--- src/rtl/wb_commit_stage.sv ---
// wb_commit_stage: writeback/commit stage that registers one instruction per cycle,
// extracts load data, drives the regfile write port and commit/difftest signals.
// Ports: clk/rst (sync active-high); i_valid/o_ready handshake from MEM;
// i_pc, i_inst, i_rd, i_rd_wen, i_alu_res, i_mem_addr, i_mem_rdata instruction payload;
// o_rd/o_rd_wen/o_rd_wdata regfile write; o_pc/o_inst/o_cmtvalid/o_skipcmt commit;
// o_instret committed count; o_halted halt instruction has committed.
module wb_commit_stage (
    input  logic        clk,
    input  logic        rst,
    input  logic        i_valid,
    output logic        o_ready,
    input  logic [63:0] i_pc,
    input  logic [31:0] i_inst,
    input  logic [4:0]  i_rd,
    input  logic        i_rd_wen,
    input  logic [63:0] i_alu_res,
    input  logic [63:0] i_mem_addr,
    input  logic [63:0] i_mem_rdata,
    output logic [4:0]  o_rd,
    output logic        o_rd_wen,
    output logic [63:0] o_rd_wdata,
    output logic [63:0] o_pc,
    output logic [31:0] o_inst,
    output logic        o_cmtvalid,
    output logic        o_skipcmt,
    output logic [63:0] o_instret,
    output logic        o_halted
);
    localparam logic [0:0] RUN    = 1'b0;
    localparam logic [0:0] HALTED = 1'b1;
    logic [0:0]  state_q, state_d;
    logic [63:0] pc_q, pc_d, rd_wdata_q, rd_wdata_d, instret_q, instret_d;
    logic [31:0] inst_q, inst_d;
    logic [4:0]  rd_q, rd_d;
    logic        rd_wen_q, rd_wen_d, cmtvalid_q, cmtvalid_d, skipcmt_q, skipcmt_d;
    logic        accept, is_load, is_mem, is_ctr_csr;
    logic [6:0]  opcode;
    logic [2:0]  funct3;
    logic [63:0] shifted, load_data;
    logic        unused_bits;
    assign unused_bits = ^{i_mem_addr[63:32], i_mem_addr[30:3], i_inst[19:15], i_inst[11:7]};
    always_comb begin
        opcode     = i_inst[6:0];
        funct3     = i_inst[14:12];
        accept     = i_valid && o_ready;
        is_load    = opcode == 7'h03;
        is_mem     = is_load || opcode == 7'h23;
        // cycle/mcycle reads differ from the reference model, so difftest skips them
        is_ctr_csr = opcode == 7'h73 && funct3 != 3'd0 &&
                     (i_inst[31:20] == 12'hB00 || i_inst[31:20] == 12'hC00);
        // move the addressed byte to bit 0; bytes past the doubleword read as zero
        shifted    = i_mem_rdata >> {i_mem_addr[2:0], 3'b000};
        case (funct3)
            3'd0:    load_data = {{56{shifted[7]}}, shifted[7:0]};
            3'd1:    load_data = {{48{shifted[15]}}, shifted[15:0]};
            3'd2:    load_data = {{32{shifted[31]}}, shifted[31:0]};
            3'd3:    load_data = shifted;
            3'd4:    load_data = {56'd0, shifted[7:0]};
            3'd5:    load_data = {48'd0, shifted[15:0]};
            3'd6:    load_data = {32'd0, shifted[31:0]};
            default: load_data = 64'd0;
        endcase
        state_d    = (accept && opcode == 7'h6b) ? HALTED : state_q;
        pc_d       = accept ? i_pc : pc_q;
        inst_d     = accept ? i_inst : inst_q;
        rd_d       = accept ? i_rd : rd_q;
        rd_wdata_d = accept ? (is_load ? load_data : i_alu_res) : rd_wdata_q;
        rd_wen_d   = accept && i_rd_wen && i_rd != 5'd0;
        cmtvalid_d = accept;
        skipcmt_d  = accept && ((is_mem && !i_mem_addr[31]) || is_ctr_csr);
        instret_d  = instret_q + {63'd0, accept};
    end
    always_ff @(posedge clk) begin
        if (rst) begin
            state_q    <= RUN;
            pc_q       <= '0;
            inst_q     <= '0;
            rd_q       <= '0;
            rd_wdata_q <= '0;
            rd_wen_q   <= 1'b0;
            cmtvalid_q <= 1'b0;
            skipcmt_q  <= 1'b0;
            instret_q  <= '0;
        end else begin
            state_q    <= state_d;
            pc_q       <= pc_d;
            inst_q     <= inst_d;
            rd_q       <= rd_d;
            rd_wdata_q <= rd_wdata_d;
            rd_wen_q   <= rd_wen_d;
            cmtvalid_q <= cmtvalid_d;
            skipcmt_q  <= skipcmt_d;
            instret_q  <= instret_d;
        end
    end
    assign o_ready    = state_q == RUN;
    assign o_halted   = state_q == HALTED;
    assign o_pc       = pc_q;
    assign o_inst     = inst_q;
    assign o_rd       = rd_q;
    assign o_rd_wen   = rd_wen_q;
    assign o_rd_wdata = rd_wdata_q;
    assign o_cmtvalid = cmtvalid_q;
    assign o_skipcmt  = skipcmt_q;
    assign o_instret  = instret_q;
endmodule

--- config.mk ---
export PLATFORM = sky130hd
export DESIGN_NAME = wb_commit_stage
export DESIGN_NICKNAME = d
export VERILOG_FILES = /design/src/rtl/wb_commit_stage.sv
export SDC_FILE = /design/constraint.sdc
export NUM_CORES = 1
export LEC_CHECK = 0
export BUFFER_PORTS_ARGS = -buffer_cell sky130_fd_sc_hd__buf_4
export CORE_AREA = 5 5 206 208
export DETAILED_ROUTE_END_ITERATION = 12
export DIE_AREA = 0 0 211 213
export GPL_ROUTABILITY_DRIVEN = 0
export MAX_ROUTING_LAYER = met4
export PLACE_DENSITY = 0.61
export SETUP_SLACK_MARGIN = 0.3
export SYNTH_ARGS = -nofsm -noshare
export SYNTH_HDL_FRONTEND = slang
export SYNTH_SLANG_ARGS = --single-unit
--- constraint.sdc ---
create_clock -name clk -period 5.05 [get_ports clk]
set_clock_uncertainty 0.1 [all_clocks]
set_input_delay 0.2525 -clock clk [delete_from_list [all_inputs] [get_ports clk]]
set_output_delay 0.2525 -clock clk [all_outputs]
set_load 0.01 [all_outputs]
* Word level (Yosys, flattened, before mapping) *
Cells that the tools add are included.

operators by class
  add/sub/neg operators = 1
  shifts and indexed selects = 1
  equality and inequality tests = 12
  muxes and demuxes = 2
  reduce and logical (&&, ||, !) cells = 15
  bitwise logic cells = 1

operators with widths
  kind                                                             count
  64-bit case mux with 7 select lines                              1
  64-bit by 1-bit adder with 64-bit output                         1
  64-bit 2-to-1 mux                                                1
  64-bit by 6-bit right shift with 64-bit output                   1
  12-bit == test, second input constant                            2
  7-bit == test, second input constant                             2
  3-bit == test, second input constant                             3
  1-bit logical AND                                                8
  7-bit by 2-bit == test with 1-bit output, second input constant  1
  7-bit by 6-bit == test with 1-bit output, second input constant  1
  3-bit by 2-bit == test with 1-bit output, second input constant  2
  5-bit nonzero test                                               1
  3-bit by 1-bit == test with 1-bit output, second input constant  1
  3-bit zero test                                                  1
  1-bit logical OR                                                 3
  3-bit nonzero test                                               1
  1-bit zero test                                                  1
  1-bit inverter                                                   1

storage, ports and cells
  logic and storage cells = 41
  bits in registers = 233
  output and inout port bits = 234

* Longest topological paths before layout *
Gate-level depths: netlist of the first run.

  depth after elaboration = 5
  mapped depth = 16

* Least setup slack after synthesis of the first run *
No wires, ideal clock.

  kind = register to register
  start point = register state_q (netlist: o_halted)
  end point = register instret_q[60] (netlist: o_instret[60])
  required time = 4.880 ns
  path slack = 1.252 ns
  cell stages (with the launch flop) = 16
  library setup time = 0.070 ns
  arrival time = 3.628 ns
  cells stage by stage = dfxtp_1 -> nand2b_1 -> clkbuf_1 -> inv_1 -> clkbuf_1 -> clkbuf_1 -> clkbuf_1 -> ha_1 -> ha_1 -> and4_1 -> nand4_1 -> or3_1 -> clkbuf_1 -> clkbuf_1 -> or4_1 -> a21oi_1

between the ends
  cells in the longest elaborated chain, start to end = 3

RTL lines
  item                                      RTL line  text
  from (decl)                               31        logic [0:0] state_q, state_d;
  from (signal assigned)                    85        state_q <= state_d;
  1-bit inverter                            96        assign o_ready = state_q == RUN;
  1-bit logical AND                         45        accept = i_valid && o_ready;
  named net accept                          36        logic accept, is_load, is_mem, is_ctr_csr;
  64-bit by 1-bit adder with 64-bit output  71        instret_d = instret_q + {63'd0, accept};
  to (signal assigned)                      93        instret_q <= instret_d;
  to (decl)                                 32        logic [63:0] pc_q, pc_d, rd_wdata_q, rd_wdata_d, instret_q, instret_d;

The timed path passes the listed nets, and every way through them passes these cells.
A chain may end at the register's enable or synchronous reset.

* Worst setup path in the final report of the first run *
  start point = register state_q (netlist: o_halted)
  end point = register instret_q[50] (netlist: o_instret[50])

between the ends
  cells in the longest elaborated chain, start to end = 3

RTL lines
  item                                      RTL line
  1-bit inverter                            96
  1-bit logical AND                         45
  64-bit by 1-bit adder with 64-bit output  71

Every way passes these cells.

==> results of run 1 <==
## per-stage QoR
step / cell area, sq um / setup slack (ns) / cells / hold slack (ns) / utilization [%]
4_1_cts: 18100 / 1.36 / 2547 / 0.0134 / 44.8
6_report: 18100 / 1.42 / 2549 / 0.0337 / 44.8
3_5_place_dp: 15400 / 1.40 / 2319 / 0.347 / 38.1
5_1_grt: 18100 / 1.14 / 2549 / 0.0478 / 44.8
2_1_floorplan: 11600 / 1.25 / 1430 / 0.259 / -
3_3_place_gp: 15400 / 1.45 / 2319 / 0.342 / 38.1
## cell usage in the layout (no fill, tap or decap), types with 7 or more instances in the layout
cell | synthesis | layout
nand2_1 | 281 | 280
a31oi_1 | 17 | 17
clkbuf_16 | 0 | 28
nand3_1 | 36 | 36
nor2b_1 | 10 | 10
mux4_2 | 14 | 14
nor4_1 | 9 | 9
o22ai_1 | 9 | 9
nor3_1 | 19 | 19
a21oi_1 | 185 | 185
dlygate4sd3_1 | 0 | 178
o21ai_0 | 17 | 17
or4_1 | 28 | 28
and4_1 | 13 | 13
dfxtp_1 | 233 | 233
o21bai_1 | 8 | 8
clkbuf_8 | 0 | 7
mux2i_1 | 64 | 64
o31ai_1 | 25 | 25
o2bb2ai_1 | 8 | 8
or3_1 | 14 | 14
o21a_1 | 8 | 8
a211o_1 | 22 | 22
xor2_1 | 10 | 10
a311o_1 | 18 | 18
xnor2_1 | 19 | 19
a41oi_1 | 24 | 24
buf_4 | 1 | 482
nand4_1 | 15 | 15
mux2_2 | 12 | 12
a221oi_1 | 8 | 8
nor2_1 | 119 | 118
inv_1 | 10 | 9
## power groups by stage
stage               combinational (uW)  clock, uW  sequential, uW
floorplan                          325          0            2040
global placement                   771          0            2010
detailed placement                 778          0            2010
CTS                                895       2080            1970
global route                       967       2150            1980
finish                             901       2010            1970
## worst paths after layout
check | startpoint | end | slack (ns) | cells past startpoint
setup / recovery | o_halted$_SDFFE_PP0P_ | o_instret[50]$_SDFF_PP0_ | 1.42 | 10
hold / removal | i_alu_res[25] | o_rd_wdata[25]$_SDFFE_PP0N_ | 0.03 | 4
setup reg to reg | o_halted$_SDFFE_PP0P_ | o_instret[50]$_SDFF_PP0_ | 1.42 | 10
hold reg to reg | o_inst[28]$_SDFFE_PP0N_ | o_inst[28]$_SDFFE_PP0N_ | 0.35 | 2
## layer usage
metal,share of wire [%],global-route usage (%)
met1,41,26.0
met2,48,33.1
met3,7.8,4.57
met4,4.0,8.16
met5,0,-
## worst max-delay path: cells and delay by family, from the launching register on
family / cells / cell delay [ns]
simple gates: 5 / 1.88
buf+inv: 2 / 0.54
fa+ha+maj: 2 / 0.52
flops: 1 / 0.32
compound gates: 1 / 0.15
## flip-flops by register name (all words and copies together) (netlist names)
signal,cells
o_cmtvalid,1
o_halted,1
o_inst,32
o_instret,64
o_pc,64
o_rd,5
o_rd_wdata,64
o_rd_wen,1
o_skipcmt,1
## cell families after synthesis
logic type	count (synthesis)	synth area share [%]
buffers and inverters	136	4.62
xor gates and xnor gates	29	2.20
muxes	90	9.43
and+or+nand+nor	575	22.8
AOI/OAI and AO/OA	365	20.4
DFF	233	40.3
adders and majority gates	2	0.216
## area by class of cell
type                            count  area (sq um)  share of cell area, %
Timing Repair Buffer              661          5410                   29.9
Clock inverter                      9           103                  0.567
Clock buffer                       41           820                   4.53
Multi-Input combinational cell   1061          6380                   35.3
Inverter                           10          42.5                  0.235
Tap cell                          532           666                   3.68
Sequential cell                   233          4660                   25.8
Antenna cell                        2          5.00                 0.0277
==> metrics.md, run 1 <==
| Metric | Value |
|---|---|
| Die width | `roughly 210 microns` |
| Switching Power | `1310 uW` |
| Final setup viols | `0` |
| Yosys reg bits | `233` |
| Relative slew slack | `32.5%` |
| Vias/cell | `~5.2` |
| CTS tree | `yes` |
| Layout cells sized above 1 | `28.5%` |
| Clock Latency Late Sink | `0.56 ns` |
| CP Max Fanout | `60` |
| Core Region | `40,400 sq um` |
| Post-synth top area cell | `dfxtp_1` |
| Delay of the slowest critical-path stage | `0.72 ns` |
| Least-Margin Pin Slew | `1.01 ns` |
| Num CTS Buffers | `28` |
| Row cnt | `74` |
| Crit end category | `flop` |
| Total of max-cap violations | `0` |
| Power per cell area | `roughly 270 nW/um^2` |
| Synth Cell Area | `~12,000 sq um` |
| Port-buffer cells | `470` |
| Clock power frac | `approximately two fifths` |
| Fin crit share | `71.9%` |
| Fillers | `3,933` |
| Unrepaired setup endpoints after global routing | `no` |
| Antenna Violating Nets Remaining | `0` |
| Die area | `roughly 45,000 sq um` |
| Top post-synthesis cells by area | `dfxtp_1, nand2_1, a21oi_1` |
| Status | `finished clean` |
| Congestion Overflow GR | `0` |
| Post-DP HPWL | `34,900 microns` |
| Total Routing Usage GR | `20.9%` |
| Initial Utilization | `between 20% and 30%` |
| Vias in the first global route | `12,900` |
| Clk buf depth | `3` |
| Synth async-reset ratio | `0%` |
| Die height | `213 microns` |
| DR vias | `13,300` |
| Most used DFF post-synth | `dfxtp_1` |
| Wire per inst | `19.3 microns` |
| Ports | `531` |
| First-pass GRT wire length | `between 70,000 and 80,000 microns` |
| Int Power | `3570 uW` |
| Critical Path AT | `4.01 ns` |
| Hold Fails Final Rpt | `0` |
| Post-synthesis sequential area ratio | `40.3%` |
| DRC viols | `0` |
| Sequential Power Share | `between 40 and 50%` |
| Cell count after synthesis | `1,430` |
| H-tree Lvls | `1` |
| Synth warnings | `0` |
| Cts hold-fix bufs | `178` |
| Yosys top cell area share | `40.3%` |
| Crit-path cells | `nand2b_4 -> inv_6 -> ha_1 -> ha_1 -> and4_1 -> nand4_1 -> buf_4 -> or3_1 -> or4_1 -> a21oi_1` |
| Critical Path RT | `5.42 ns` |
| Post-CTS Setup Bufs | `0` |
| Yosys cell types | `58` |
| Final Critical Period | `3.63 ns` |
| # clock sinks | `233` |
| Final setup TNS | `0 ns` |
| Detailed Routing Iterations Pass 1 | `7` |
| Hold WC Path Type | `in2reg` |
| Top-count cell post-synth | `nand2_1` |
| Total leakage power | `0.00767 uW` |
| Combinational power share | `18.5%` |
| Cts repair resizes | `0` |
| Avg Synthesized Cell Area | `roughly 8.1 sq um` |
| Critical path type | `reg2reg` |
| Max frequency | `0.275 GHz` |
| Top cells by count, synth | `nand2_1, dfxtp_1, a21oi_1` |
| Total power | `4880 uW` |
| Startpoint Class | `flop` |
| Max rail drop VDD | `0.282 mV` |
| Reg clk slew, reported paths | `0.06 ns` |
| Sw frac | `26.9%` |
| # nets final | `2,294` |
| Net Count, Synth | `approximately 1,700` |
| DRT Wirelength | `49,200 microns` |
| Root Buffer | `clkbuf_16` |
| Post-synth EDFFs | `0` |
| Initial antenna violation count | `2` |
| Top cell by count, worst path | `ha_1` |
| Largest net degree at the start of global routing | `115` |
| CP max-delay cell | `or3_1` |
| Area grow syn2layout | `56.5%` |
| Fin. max-slew vios | `0` |
| DRT iter0 DRCs | `998` |
(Power assumes the default switching activity.)
==> inputs of run 2 (changes only) <==
--- a/config.mk
+++ b/config.mk
@@ -6,12 +6,12 @@
 export NUM_CORES = 1
 export LEC_CHECK = 0
 export BUFFER_PORTS_ARGS = -buffer_cell sky130_fd_sc_hd__buf_4
-export CORE_AREA = 5 5 206 208
+export CORE_AREA = 5 5 202 204
 export DETAILED_ROUTE_END_ITERATION = 12
-export DIE_AREA = 0 0 211 213
+export DIE_AREA = 0 0 207 209
 export GPL_ROUTABILITY_DRIVEN = 0
 export MAX_ROUTING_LAYER = met4
-export PLACE_DENSITY = 0.61
+export PLACE_DENSITY = 0.64
 export SETUP_SLACK_MARGIN = 0.3
 export SYNTH_ARGS = -nofsm -noshare
 export SYNTH_HDL_FRONTEND = slang
==> constraint.sdc (replaced) <==
create_clock -name clk -period 3.1 [get_ports clk]
set_clock_uncertainty 0.1 [all_clocks]
set_input_delay 0.155 -clock clk [delete_from_list [all_inputs] [get_ports clk]]
set_output_delay 0.155 -clock clk [all_outputs]
set_load 0.01 [all_outputs]
==> metrics.md, run 2 (synthesis results as in run 1) <==
| Metric | Value |
|---|---|
| Status | `finished clean (unchanged)` |
| Final Critical Period | `2.66 ns (was 3.63 ns)` |
| Register area | `4670 sq um (was 4660 sq um)` |
| Critical Path AT | `3.03 ns (was 4.01 ns)` |
| Fin. max-slew vios | `0 (unchanged)` |
| Least-Margin Pin Slew | `1.04 ns (was 1.01 ns)` |
| Core Region | `39,100 sq um (was 40,400 sq um)` |
| Total leakage power | `0.00780 uW (was 0.00767 uW)` |
| Die area | `43,300 sq um (was 44,900 sq um)` |
| Delay of the slowest critical-path stage | `0.47 ns (was 0.72 ns)` |
| Vias/cell | `5.24 (was 5.22)` |
| Relative slew slack | `30.7% (was 32.5%)` |
| First-pass GRT wire length | `75,200 microns (was 73,300 microns)` |
| Layout Utilization | `47.0% (was 44.8%)` |
| Clock Latency Late Sink | `0.55 ns (was 0.56 ns)` |
| DR vias | `13,400 (was 13,300)` |
| Total of max-cap violations | `0 (unchanged)` |
| Critical Path RT | `3.46 ns (was 5.42 ns)` |
| Wire per inst | `19.5 microns (was 19.3 microns)` |
| Vias in the first global route | `13,100 (was 12,900)` |
| Power per cell area | `441 nW/um^2 (was 270 nW/um^2)` |
| Row cnt | `73 (was 74)` |
| Initial antenna violation count | `0 (was 2)` |
| Commonest non-fill, non-tap cells in the layout | `buf_4, nand2_1, dfxtp_1, dlygate4sd3_1, a21oi_1 (was buf_4, nand2_1, dfxtp_1, a21oi_1, dlygate4sd3_1)` |
| Startpoint Class | `flop (unchanged)` |
| Most common cell after layout, fill and taps aside | `buf_4 (unchanged)` |
| Congestion Overflow GR | `0 (unchanged)` |
| Hold Fails Final Rpt | `0 (unchanged)` |
| Die height | `209 microns (was 213 microns)` |
| DRC viols | `0 (unchanged)` |
| Area grow syn2layout | `58.8% (was 56.5%)` |
| Post-CTS Setup Bufs | `0 (unchanged)` |
| Area of the multi-input gates | `6420 sq um (was 6380 sq um)` |
| Antenna Violating Nets Remaining | `0 (unchanged)` |
| Initial Utilization | `29.6% (was 28.6%)` |
| CTS tree | `yes (unchanged)` |
| Root Buffer | `clkbuf_16 (unchanged)` |
| Max rail drop VDD | `0.410 mV (was 0.282 mV)` |
| Hold Path Cell Cnt | `4 (unchanged)` |
| Crit end category | `flop (unchanged)` |
| Reg clk slew, reported paths | `0.06 ns (about the same)` |
| Layout cells sized above 1 | `29.2% (was 28.5%)` |
| Crit-path cells | `nand2b_4 -> inv_6 -> ha_4 -> ha_4 -> and4_4 -> nand4_1 -> or3_4 -> buf_4 -> or4_1 -> a21oi_1 (was nand2b_4 -> inv_6 -> ha_1 -> ha_1 -> and4_1 -> nand4_1 -> buf_4 -> or3_1 -> or4_1 -> a21oi_1)` |
| Detailed Routing Iterations Pass 1 | `6 (was 7)` |
| # clock sinks | `233 (unchanged)` |
| Die width | `207 microns (was 211 microns)` |
| Critical path type | `reg2reg (unchanged)` |
| Hold WC Path Type | `in2reg (unchanged)` |
| CP Max Fanout | `20 (was 60)` |
| # nets final | `2,317 (was 2,294)` |
| Num CTS Buffers | `28 (unchanged)` |
| H-tree Lvls | `1 (unchanged)` |
| Cells on worst reg2reg path | `10 (unchanged)` |
| DRT iter0 DRCs | `921 (was 998)` |
| CP max-delay cell | `or4_1 (was or3_1)` |
| Final setup TNS | `0 ns (unchanged)` |
| DRT Wirelength | `49,900 microns (was 49,200 microns)` |
| Fin crit share | `85.9% (was 71.9%)` |
| Worst slack on hold paths | `0.0296 ns (was 0.0337 ns)` |
| Ports | `531 (unchanged)` |
| Unrepaired setup endpoints after global routing | `no (unchanged)` |
| Final setup viols | `0 (unchanged)` |
| Post-DP HPWL | `34,700 microns (was 34,900 microns)` |
| Total Routing Usage GR | `21.9% (was 20.9%)` |
| Top cell by count, worst path | `ha_4 (was ha_1)` |
| Clk buf depth | `3 (unchanged)` |
| Max frequency | `0.376 GHz (was 0.275 GHz)` |
| Antenna cells | `0 (was 2)` |
| Largest net degree at the start of global routing | `146 (was 115)` |
| Port-buffer cells | `470 (unchanged)` |
| Fillers | `3,750 (was 3,933)` |
run 2: final timing paths:
| kind | from | endpoint | slack [ns] |
|---|---|---|---|
| min | i_mem_rdata[45] | o_rd_wdata[29]$_SDFFE_PP0N_ | 0.03 |
| max | o_halted$_SDFFE_PP0P_ | o_instret[54]$_SDFF_PP0_ | 0.44 |
| max reg2reg | o_halted$_SDFFE_PP0P_ | o_instret[54]$_SDFF_PP0_ | 0.44 |
| min reg2reg | o_rd[2]$_SDFFE_PP0N_ | o_rd[2]$_SDFFE_PP0N_ | 0.35 |
run 2: what timing repair did:
item / CTS / global route
resized for setup: 0 / 3
hold endpoints to repair: 189 / 0
endpoints found under the setup margin: 0 / 15
hold buffers: 188 / 0
run 2: power by group:
group	total (uW)	internal [uW]	switching [uW]
logic	1490	770	721
clock network	3390	2040	1350
registers	3220	3140	81.7
run 2: stage by stage:
stage                     setup slack (ns)  power [uW]  cells  area [sq um]
after global placement               0.397        4530   2325         15500
final                                0.438        8100   2565         18400
after detailed placement             0.377        4550   2325         15500
after global routing                 0.301        8410   2565         18400
after floorplan                     0.0442        3870   1430         11700
after CTS                            0.371        8150   2565         18400
run 2: critical path, delay by kind of cell (launching register included):
family          cells  cell delay (ns)
buf+inv             2             0.28
fa+ha+maj           2             0.28
flops               1             0.32
simple gates        5             1.44
compound gates      1             0.16
run 2: final cells by class:
cell class	count	area share (%)
flip-flops and latches	233	25.4
clock buffers	41	4.57
multi-input cells	1061	35.0
inverters	10	0.232
well taps	525	3.58
repair buffers	684	30.6
clock inverters	11	0.647
run 2: layer usage:
metal / vias to the layer above / routed length (microns) / global-route usage [%]
li1: 6310 / - / -
met1: 6353 / 20000 / 26.3
met2: 637 / 23800 / 36.1
met3: 136 / 3770 / 4.23
met4: 0 / 2360 / 9.01
met5: - / 0 / -
